**config.mk**
```make
export PLATFORM = sky130hd
export DESIGN_NAME = rf_wb_arbiter
export DESIGN_NICKNAME = d
export VERILOG_FILES = /design/src/rtl/mips_pkg.sv /design/src/rtl/wb_fifo.sv /design/src/rtl/rf_wb_arbiter.sv
export SDC_FILE = /design/constraint.sdc
export NUM_CORES = 1
export LEC_CHECK = 0
export CAP_MARGIN = 30
export CORE_MARGIN = 4
export CORE_UTILIZATION = 55
export DETAILED_ROUTE_END_ITERATION = 8
export HOLD_SLACK_MARGIN = 0.02
export MAX_ROUTING_LAYER = met4
export PLACE_DENSITY = 0.89
export SKIP_CTS_REPAIR_TIMING = 1
export SLEW_MARGIN = 15
export SYNTH_ARGS = -nofsm -noshare
export SYNTH_HDL_FRONTEND = slang
export SYNTH_SLANG_ARGS = --single-unit
```
**constraint.sdc**
```tcl
create_clock -name clk -period 5.5 [get_ports clk]
set_clock_uncertainty 0.15 [all_clocks]
set_input_delay 0.55 -clock clk [delete_from_list [all_inputs] [get_ports clk]]
set_output_delay 0.55 -clock clk [all_outputs]
set_load 0.005 [all_outputs]
```
**src/rtl/mips_pkg.sv**
```systemverilog
// Shared datapath definitions: register-file geometry, well-known register
// numbers and the writeback arbiter's round-robin state type.
package mips_pkg;

  localparam int REG_AW   = 5;
  localparam int DATA_W   = 32;
  localparam int NUM_REGS = 32;

  localparam logic [REG_AW-1:0] REG_ZERO = 5'd0;
  localparam logic [REG_AW-1:0] REG_AT   = 5'd1;
  localparam logic [REG_AW-1:0] REG_V0   = 5'd2;
  localparam logic [REG_AW-1:0] REG_A0   = 5'd4;
  localparam logic [REG_AW-1:0] REG_SP   = 5'd29;
  localparam logic [REG_AW-1:0] REG_RA   = 5'd31;

  typedef enum logic {
    PREF_A = 1'b0,
    PREF_M = 1'b1
  } rr_state_e;

  function automatic logic [NUM_REGS-1:0] reg_decode(input logic [REG_AW-1:0] r);
    logic [NUM_REGS-1:0] d;
    d    = {NUM_REGS{1'b0}};
    d[r] = 1'b1;
    return d;
  endfunction

endpackage

```
**src/rtl/wb_fifo.sv**
```systemverilog
// Small writeback request FIFO; also exports per-entry valid/address so the
// owner can build a pending-write mask without popping.
module wb_fifo
  import mips_pkg::*;
#(
  parameter int DEPTH = 2
) (
  input  logic                      clk,
  input  logic                      rst,
  input  logic                      flush,
  input  logic                      push,
  input  logic                      pop,
  input  logic [REG_AW-1:0]         push_addr,
  input  logic [DATA_W-1:0]         push_data,
  output logic                      full,
  output logic                      empty,
  output logic [REG_AW-1:0]         head_addr,
  output logic [DATA_W-1:0]         head_data,
  output logic [DEPTH-1:0]          ent_valid,
  output logic [DEPTH*REG_AW-1:0]   ent_addr
);

  localparam int PW = $clog2(DEPTH);

  logic [PW-1:0]     wr_ptr_r;
  logic [PW-1:0]     rd_ptr_r;
  logic [PW:0]       count_r;
  logic [REG_AW-1:0] addr_mem_r [DEPTH];
  logic [DATA_W-1:0] data_mem_r [DEPTH];
  logic              do_push_s;
  logic              do_pop_s;
  logic [PW-1:0]     offset_s;

  assign full      = (count_r == (PW+1)'(DEPTH));
  assign empty     = (count_r == (PW+1)'(0));
  assign do_push_s = push && !full;
  assign do_pop_s  = pop && !empty;
  assign head_addr = addr_mem_r[rd_ptr_r];
  assign head_data = data_mem_r[rd_ptr_r];

  // Pointer and occupancy tracking; flush behaves like a local reset.
  always_ff @(posedge clk) begin
    if (rst || flush) begin
      wr_ptr_r <= '0;
      rd_ptr_r <= '0;
      count_r  <= '0;
    end else begin
      if (do_push_s) wr_ptr_r <= wr_ptr_r + PW'(1);
      if (do_pop_s)  rd_ptr_r <= rd_ptr_r + PW'(1);
      case ({do_push_s, do_pop_s})
        2'b10:   count_r <= count_r + (PW+1)'(1);
        2'b01:   count_r <= count_r - (PW+1)'(1);
        default: count_r <= count_r;
      endcase
    end
  end

  // Entry storage.
  always_ff @(posedge clk) begin
    if (do_push_s) begin
      addr_mem_r[wr_ptr_r] <= push_addr;
      data_mem_r[wr_ptr_r] <= push_data;
    end
  end

  // An entry is live when its distance from the read pointer is below count.
  always_comb begin
    offset_s  = '0;
    ent_valid = '0;
    ent_addr  = '0;
    for (int i = 0; i < DEPTH; i++) begin
      offset_s                       = PW'(i) - rd_ptr_r;
      ent_valid[i]                   = ({1'b0, offset_s} < count_r);
      ent_addr[i*REG_AW +: REG_AW]   = addr_mem_r[i];
    end
  end

endmodule

```
**src/rtl/rf_wb_arbiter.sv**
```systemverilog
// Round-robin arbitration of ALU and load writebacks onto the register file's
// single write port, with a registered write command and a pending-write mask.
module rf_wb_arbiter
  import mips_pkg::*;
#(
  parameter int DEPTH = 2
) (
  input  logic                clk,
  input  logic                rst,
  input  logic                a_valid,
  output logic                a_ready,
  input  logic [REG_AW-1:0]   a_addr,
  input  logic [DATA_W-1:0]   a_data,
  input  logic                m_valid,
  output logic                m_ready,
  input  logic [REG_AW-1:0]   m_addr,
  input  logic [DATA_W-1:0]   m_data,
  input  logic                flush,
  output logic                rf_wr,
  output logic [REG_AW-1:0]   rf_waddr,
  output logic [DATA_W-1:0]   rf_wdata,
  output logic [NUM_REGS-1:0] pend_mask
);

  logic                    a_full_s, a_empty_s, m_full_s, m_empty_s;
  logic [REG_AW-1:0]       a_head_addr_s, m_head_addr_s, grant_addr_s;
  logic [DATA_W-1:0]       a_head_data_s, m_head_data_s, grant_data_s;
  logic [DEPTH-1:0]        a_ent_valid_s, m_ent_valid_s;
  logic [DEPTH*REG_AW-1:0] a_ent_addr_s, m_ent_addr_s;
  logic                    grant_a_s, grant_m_s, grant_s;
  logic [NUM_REGS-1:0]     mask_s;
  rr_state_e               state_r, state_nxt_s;

  assign a_ready = !a_full_s;
  assign m_ready = !m_full_s;
  assign grant_s = grant_a_s || grant_m_s;

  wb_fifo #(.DEPTH(DEPTH)) u_fifo_a (
    .clk(clk), .rst(rst), .flush(flush),
    .push(a_valid && !flush), .pop(grant_a_s),
    .push_addr(a_addr), .push_data(a_data),
    .full(a_full_s), .empty(a_empty_s),
    .head_addr(a_head_addr_s), .head_data(a_head_data_s),
    .ent_valid(a_ent_valid_s), .ent_addr(a_ent_addr_s)
  );

  wb_fifo #(.DEPTH(DEPTH)) u_fifo_m (
    .clk(clk), .rst(rst), .flush(flush),
    .push(m_valid && !flush), .pop(grant_m_s),
    .push_addr(m_addr), .push_data(m_data),
    .full(m_full_s), .empty(m_empty_s),
    .head_addr(m_head_addr_s), .head_data(m_head_data_s),
    .ent_valid(m_ent_valid_s), .ent_addr(m_ent_addr_s)
  );

  // Round-robin preference register.
  always_ff @(posedge clk) begin
    if (rst) state_r <= PREF_A;
    else     state_r <= state_nxt_s;
  end

  // Grant selection; nothing is granted during a flush so the pointer holds.
  always_comb begin
    grant_a_s   = 1'b0;
    grant_m_s   = 1'b0;
    state_nxt_s = state_r;
    if (!flush) begin
      case (state_r)
        PREF_A: begin
          if (!a_empty_s)      grant_a_s = 1'b1;
          else if (!m_empty_s) grant_m_s = 1'b1;
          else                 grant_a_s = 1'b0;
        end
        PREF_M: begin
          if (!m_empty_s)      grant_m_s = 1'b1;
          else if (!a_empty_s) grant_a_s = 1'b1;
          else                 grant_m_s = 1'b0;
        end
        default: begin
          grant_a_s = 1'b0;
          grant_m_s = 1'b0;
        end
      endcase
    end else begin
      grant_a_s = 1'b0;
      grant_m_s = 1'b0;
    end
    if (grant_a_s)      state_nxt_s = PREF_M;
    else if (grant_m_s) state_nxt_s = PREF_A;
    else                state_nxt_s = state_r;
  end

  // Head of the granted FIFO.
  always_comb begin
    grant_addr_s = a_head_addr_s;
    grant_data_s = a_head_data_s;
    if (grant_m_s) begin
      grant_addr_s = m_head_addr_s;
      grant_data_s = m_head_data_s;
    end else begin
      grant_addr_s = a_head_addr_s;
      grant_data_s = a_head_data_s;
    end
  end

  // Registered write command; $zero writes are consumed without a write strobe.
  always_ff @(posedge clk) begin
    if (rst) begin
      rf_wr    <= 1'b0;
      rf_waddr <= REG_ZERO;
      rf_wdata <= 32'd0;
    end else begin
      rf_wr <= grant_s && (grant_addr_s != REG_ZERO);
      if (grant_s) begin
        rf_waddr <= grant_addr_s;
        rf_wdata <= grant_data_s;
      end
    end
  end

  // Pending-write mask over queued entries plus the write being presented.
  always_comb begin
    mask_s = {NUM_REGS{1'b0}};
    for (int i = 0; i < DEPTH; i++) begin
      if (a_ent_valid_s[i]) mask_s = mask_s | reg_decode(a_ent_addr_s[i*REG_AW +: REG_AW]);
      else                  mask_s = mask_s;
      if (m_ent_valid_s[i]) mask_s = mask_s | reg_decode(m_ent_addr_s[i*REG_AW +: REG_AW]);
      else                  mask_s = mask_s;
    end
    if (rf_wr) mask_s = mask_s | reg_decode(rf_waddr);
    else       mask_s = mask_s;
    mask_s[0] = 1'b0;
  end

  assign pend_mask = mask_s;

endmodule
```
== Yosys cells after proc, flatten, opt, wreduce, memory -nomap -nowiden ==
Memories as Yosys holds them, arrays and structs flattened. A register that Yosys moved wholly into a read port is not among the register bits.
Index checks and enable logic that the tools add are counted.

* Bits of input ports: 79
* Memories: 4
* Output and inout port bits: 72
* RAM bits: 148
* Bits in registers: 47

* Multiplexer cells: 41
* Magnitude comparators: 14
* Equality and inequality tests: 6
* Bitwise gates (word level): 5
* Add/subtract/negate cells: 12
* Reductions and logical operators: 25

{| class="wikitable"
|+ Memories
! name !! words !! width !! read ports !! clocked after Yosys merged registers in !! write ports !! RTL line !! text
|-
| u_fifo_a.data_mem_r || 2 || 32 || 1 || 1 || 1 || wb_fifo.sv:29 || <nowiki>logic [DATA_W-1:0] data_mem_r [DEPTH];</nowiki>
|-
| u_fifo_m.data_mem_r || 2 || 32 || 1 || 1 || 1 || wb_fifo.sv:29 ||
|-
| u_fifo_a.addr_mem_r || 2 || 5 || 3 || 1 || 1 || wb_fifo.sv:28 || <nowiki>logic [REG_AW-1:0] addr_mem_r [DEPTH];</nowiki>
|-
| u_fifo_m.addr_mem_r || 2 || 5 || 3 || 1 || 1 || wb_fifo.sv:28 ||
|}

{| class="wikitable"
|+ Operators with widths
! kind !! count
|-
| $mux 32 || 6
|-
| $or 32x32->32 || 4
|-
| $lt 5x6->1 const B || 5
|-
| $demux 1 s5 || 5
|-
| $ge 5x1->1 const B || 5
|-
| $mux 1 || 25
|-
| $logic_and 1x1->1 || 12
|-
| $eq 2x2->1 const B || 4
|-
| $lt 1x2->1 || 4
|-
| $pmux 2 s2 || 2
|-
| $reduce_bool 2->1 || 3
|-
| $logic_not 1->1 || 5
|-
| $mux 5 || 1
|-
| $reduce_bool 5->1 || 1
|-
| $add 1x1->1 const B || 4
|-
| $add 2x1->2 const B || 2
|-
| $eq 2x1->1 const B || 2
|-
| $logic_not 2->1 || 2
|-
| $pmux 1 s2 || 2
|-
| $sub 1x1->1 const A || 4
|-
| $sub 2x1->2 const B || 2
|-
| $logic_or 1x1->1 || 2
|-
| $not 1->1 || 1
|}

== Logic depth before layout (Yosys ltp) ==
An unclocked memory read counts as a cell.

* Depth after elaboration: 14
* Depth in mapped cells: 10
* Depth with buffers taken out: 7

== By module ==
A second synthesis with hierarchy kept.

* Cells, all modules: 745
* Area total of the unflattened synthesis: 9226.3 µm²

{| class="wikitable"
|+ Modules (own cells, without submodules)
! module !! sequential area each (µm²) !! cells an instance !! area an instance (µm²) !! times used
|-
| wb_fifo || 2322.2 || 146 || 2945.3 || 2
|-
| rf_wb_arbiter || 780.7 || 453 || 3335.7 || 1
|}

== Least setup slack after synthesis ==
No wires, ideal clock.

* Path type: input to register
* Start point: input flush
* End point: memory u_fifo_a.addr_mem_r[0][0], enable pin
* Cell stages on the path: 2
* Arrival time: 2359 ps
* Path slack: 2560 ps
* Data required time: 4919 ps
* Cells stage by stage: nand3b_1 -> nor2_1

* Word-level cells in the longest chain between the ends: 5

{| class="wikitable"
|+ Ends and longest elaborated chain
! what !! RTL line !! text
|-
| from (decl) || rf_wb_arbiter.sv:18 || <nowiki>input logic flush,</nowiki>
|-
| $logic_not 1->1 || -- ||
|-
| $logic_and 1x1->1 || rf_wb_arbiter.sv:40 || <nowiki>.push(a_valid && !flush), .pop(grant_a_s),</nowiki>
|-
| $logic_and 1x1->1 || wb_fifo.sv:36 || <nowiki>assign do_push_s = push && !full;</nowiki>
|-
| $mux 1 || wb_fifo.sv:60 || <nowiki>if (do_push_s) begin</nowiki>
|-
| $mux 1 (implied by the code) || wb_fifo.sv:61 || <nowiki>addr_mem_r[wr_ptr_r] <= push_addr;</nowiki>
|-
| to (decl) || wb_fifo.sv:28 ||
|}

Every way passes these cells.

== Worst setup path after layout ==
* Start point: register u_fifo_m.count_r[0]
* End point: output pend_mask[31]

* Word-level cells in the longest chain between the ends: 8
* Elaborated cells between the ends (all ways): 9

{| class="wikitable"
|+ Ends and longest elaborated chain
! what !! RTL line !! text
|-
| from (decl) || wb_fifo.sv:27 || <nowiki>logic [PW:0] count_r;</nowiki>
|-
| from (signal assigned) || wb_fifo.sv:51 || <nowiki>2'b10: count_r <= count_r + (PW+1)'(1);</nowiki>
|-
| from (signal assigned) || wb_fifo.sv:52 || <nowiki>2'b01: count_r <= count_r - (PW+1)'(1);</nowiki>
|-
| from (signal assigned) || wb_fifo.sv:53 || <nowiki>default: count_r <= count_r;</nowiki>
|-
| $lt 1x2->1 || wb_fifo.sv:73 || <nowiki>ent_valid[i] = ({1'b0, offset_s} < count_r);</nowiki>
|-
| $mux 32 || rf_wb_arbiter.sv:127 || <nowiki>if (m_ent_valid_s[i]) mask_s = mask_s | reg_decode(m_ent_addr_s[i*REG_AW +: REG_AW]);</nowiki>
|-
| $or 32x32->32 || rf_wb_arbiter.sv:125 || <nowiki>if (a_ent_valid_s[i]) mask_s = mask_s | reg_decode(a_ent_addr_s[i*REG_AW +: REG_AW]);</nowiki>
|-
| $mux 32 || rf_wb_arbiter.sv:125 ||
|-
| $or 32x32->32 || rf_wb_arbiter.sv:127 ||
|-
| $mux 32 * || rf_wb_arbiter.sv:127 ||
|-
| $or 32x32->32 || rf_wb_arbiter.sv:130 || <nowiki>if (rf_wr) mask_s = mask_s | reg_decode(rf_waddr);</nowiki>
|-
| $mux 32 * || rf_wb_arbiter.sv:130 ||
|-
| to (decl) || rf_wb_arbiter.sv:22 || <nowiki>output logic [NUM_REGS-1:0] pend_mask</nowiki>
|}

Mark *: on every way between the ends. The rest lies on a longest branch, timed or not.

==> run_results.csv <==
group,metric,value,unit
global_route,grtUsageMet2,0.4746,
yosys,synthDistinctLibCells,53,
drt,drt_iter0_drc,764,
sta,rsz0062_at_grt,"no",
sta,fmax,281.9,MHz
min_path,hold_class,"flop to flop",
yosys,synthAdderAreaFrac,0.002844,
yosys,synth-simple-area-share,0.1240,
power_and_ir_drop,clkPwrFrac,0.389,
yosys,synth_edf_count,148,
global_route,grt_util_met1,0.3283,
critical_path,critPathMaxFanout,8,
power_and_ir_drop,p_leak,3.591,nW
clock_tree,cts_buffer_depth,2,
power_and_ir_drop,switching_power,725.8,uW
sta,relSlewSlack,0.3402,
global_route,use_met3,0.06073,
finish,nets,906,
clock_tree,cts_tree,"yes",
power_and_ir_drop,power.share.switching,0.2272,
yosys,synth-seq-cells,197,
drt,vias,6645,
clock_tree,insertion_delay,430,ps
job,max_cap_violations,0,
clock_tree,cts_num_sinks,197,
power_and_ir_drop,seqPwrFrac,0.529,
yosys,synth-xor-area-share,0.007964,
drt,drc_errors,1,
global_route,antenna_found_initial,0,
finish,drive_gt1_frac,0.1098,
floorplan,dieArea,18080,um^2
yosys,synthTopCellsByCount,"edfxtp_1 (148), nand2_1 (51), mux2i_1 (50)",
place,gp_congestion,1.006,
drt,dr.pass1.iters,8,
yosys,synth-compound-area-share,0.1581,
clock_tree,cts_buffers,17,
global_route,grt_pass1_wl,38110,um
finish,finalNonFillerCells,1049,
yosys,syn_area_per_cell,12.83,um^2
sta,final.setup.tns,0,ps
clock_tree,clkSlewWorstSetupHoldPaths,70,ps
global_route,grt_pass1_vias,6935,
global_route,overflow,0,
power_and_ir_drop,p_per_area,286.4,nW/um^2
power_and_ir_drop,combPwrFrac,0.082,
yosys,synth_top_family_by_area,"compound AO/OA/AOI/OAI gates",
floorplan,rows,45,
finish,areaGrowthSynthToFinish,26.76,%
yosys,yosys.area.top_type,"edfxtp_1",
global_route,grt_use_total,0.2821,
sta,hold_violations,0,
critical_path,crit_type,"flop to primary output",
floorplan,die_h,134.5,um
power_and_ir_drop,internal_power,2.469,mW
yosys,synth.area.mux_share,0.06200,
sta,period_needed,3547,ps
finish,antennaDiodeCount,0,
yosys,netlist_area,8798,um^2
floorplan,core_area,15430,um^2
sta,tightestPinTransition,989.7,ps
critical_path,endpoint_kind,"primary output",
drt,routed_wl,24690,um
critical_path,required,4800,ps
place,io_buffers,149,
run_status,violations,"DRC",
yosys,synth_top_area_share,0.5051,
critical_path,cp-start-kind,"flop",
drt,viasPerCell,6.335,
yosys,async_flop_share,0,
clock_tree,cts-root-buf,"clkbuf_16",
yosys,ys_warn_count,0,
clock_tree,cts_max_level,4,
floorplan,dieWidth,134.5,um
floorplan,ioPinCount,151,
yosys,seq_area_frac_synth,0.6166,
yosys,synthCells,686,
power_and_ir_drop,peakVddDrop,232.8,uV
yosys,synthesis.nets,767,
sta,report.final.slew_viol_count,0,
yosys,ys.flop_type,"edfxtp_1",
yosys,synth_most_common_cell,"edfxtp_1",
place,dp.cells,1012,
place,place_area,10500,um^2
yosys,yosys-top-cells-area,"edfxtp_1 (51%), dfxtp_1 (11%), mux2i_1 (5.7%)",
global_route,top_usage_layer,"met2",
sta,finalSetupViolCount,0,
critical_path,critical_path_arrival,2850,ps
sta,hold_ws,317.2,ps
run_status,status,"finished, violations left",
finish,final_cell_area,11150,um^2
sta,fin_crit_sh,0.6450,
global_route,grt_max_degree,41,
place,hpwl,16390,um
drt,wl_per_cell,23.54,um
floorplan,start_util,0.5703,
drt,ant_nets,0,
worst max-delay path, stage by stage, from the launching register on:
cell	delay [ps]
dfxtp_1	510
nand2b_1	170
a21oi_1	790
a22oi_1	220
o2111ai_1	160
clkdlybuf4s50_1	550
path summary, 6_finish.rpt:
kind | from | to | slack, ps | cells after the start
worst max-delay path | u_fifo_m.count_r[0] | pend_mask[31] | 1950 | 5
worst min-delay path | rf_wdata[21] | rf_wdata[21] | 320 | 2
worst max register to register | u_fifo_a.count_r[1] | u_fifo_m.count_r[1] | 2560 | 6
worst min register to register | rf_wdata[21] | rf_wdata[21] | 320 | 2
area by class of cell:
type / instances / area, um^2
inverters: 8 / 30.03
well taps: 211 / 264.0
clock buffers: 18 / 429.2
fillers: 977 / 4274
multi-input cells: 438 / 3158
clock inverters: 14 / 173.9
flip-flops and latches: 197 / 5428
repair buffers: 163 / 1670
sequential cells by signal, indices dropped and copies added (netlist names), named ones only:
signal / count
u_fifo_a.data_mem_r: 64
u_fifo_m.data_mem_r: 64
rf_wdata: 32
u_fifo_a.addr_mem_r: 10
u_fifo_m.addr_mem_r: 10
rf_waddr: 5
u_fifo_a.count_r: 2
u_fifo_m.count_r: 2
rf_wr: 1
state_r: 1
u_fifo_a.rd_ptr_r: 1
u_fifo_a.wr_ptr_r: 1
u_fifo_m.rd_ptr_r: 1
u_fifo_m.wr_ptr_r: 1
cells by family after synthesis:
logic type / count (synthesis)
XOR/XNOR: 8
other: 1
AND/OR/NAND/NOR: 207
AO/OA/AOI/OAI: 166
buffers and inverters: 51
multiplexers: 54
adder cells (fa/ha/maj): 2
flip-flops: 197
metal layers:
| metal | routed length [um] | vias to the layer above |
|---|---|---|
| met5 | 0 | - |
| met3 | 1858 | 86 |
| met2 | 12670 | 386 |
| met1 | 9314 | 3235 |
| li1 | - | 2938 |
| met4 | 850 | 0 |
stage by stage:
stage | util | worst slack, ps | power [mW]
final | 0.7230 | 1953 | 3.195
after floorplan | - | 2560 | 1.824
after global placement | 0.6729 | 2290 | 1.954
after detailed placement | 0.6805 | 2231 | 1.975
after CTS | 0.7196 | 1894 | 3.199
after global routing | 0.7230 | 1888 | 3.289
cell usage in the layout (no fill, tap or decap), drive strengths merged, types with 6 or more instances in the layout:
cell type,n
inv,12
buf,14
and3b,7
clkdlybuf4s50,148
nand3,15
a22oi,42
o21ai,6
nand3b,6
a2111oi,20
a21oi,25
nor3,9
nor3b,19
mux2i,50
a221oi,9
nor2,50
edfxtp,148
nand2,51
dfxtp,49
o22a,12
a211oi,30
nor2b,32
clkbuf,19
power by group through the flow:
stage | Sequential [mW] | Clock (mW) | Combinational [mW]
global route | 1.69 | 1.32 | 0.280
floorplan | 1.70 | 0 | 0.120
CTS | 1.69 | 1.25 | 0.258
detailed placement | 1.72 | 0 | 0.254
global placement | 1.72 | 0 | 0.236
finish | 1.69 | 1.24 | 0.262
Note: power is estimated with default switching activity, not from simulation.
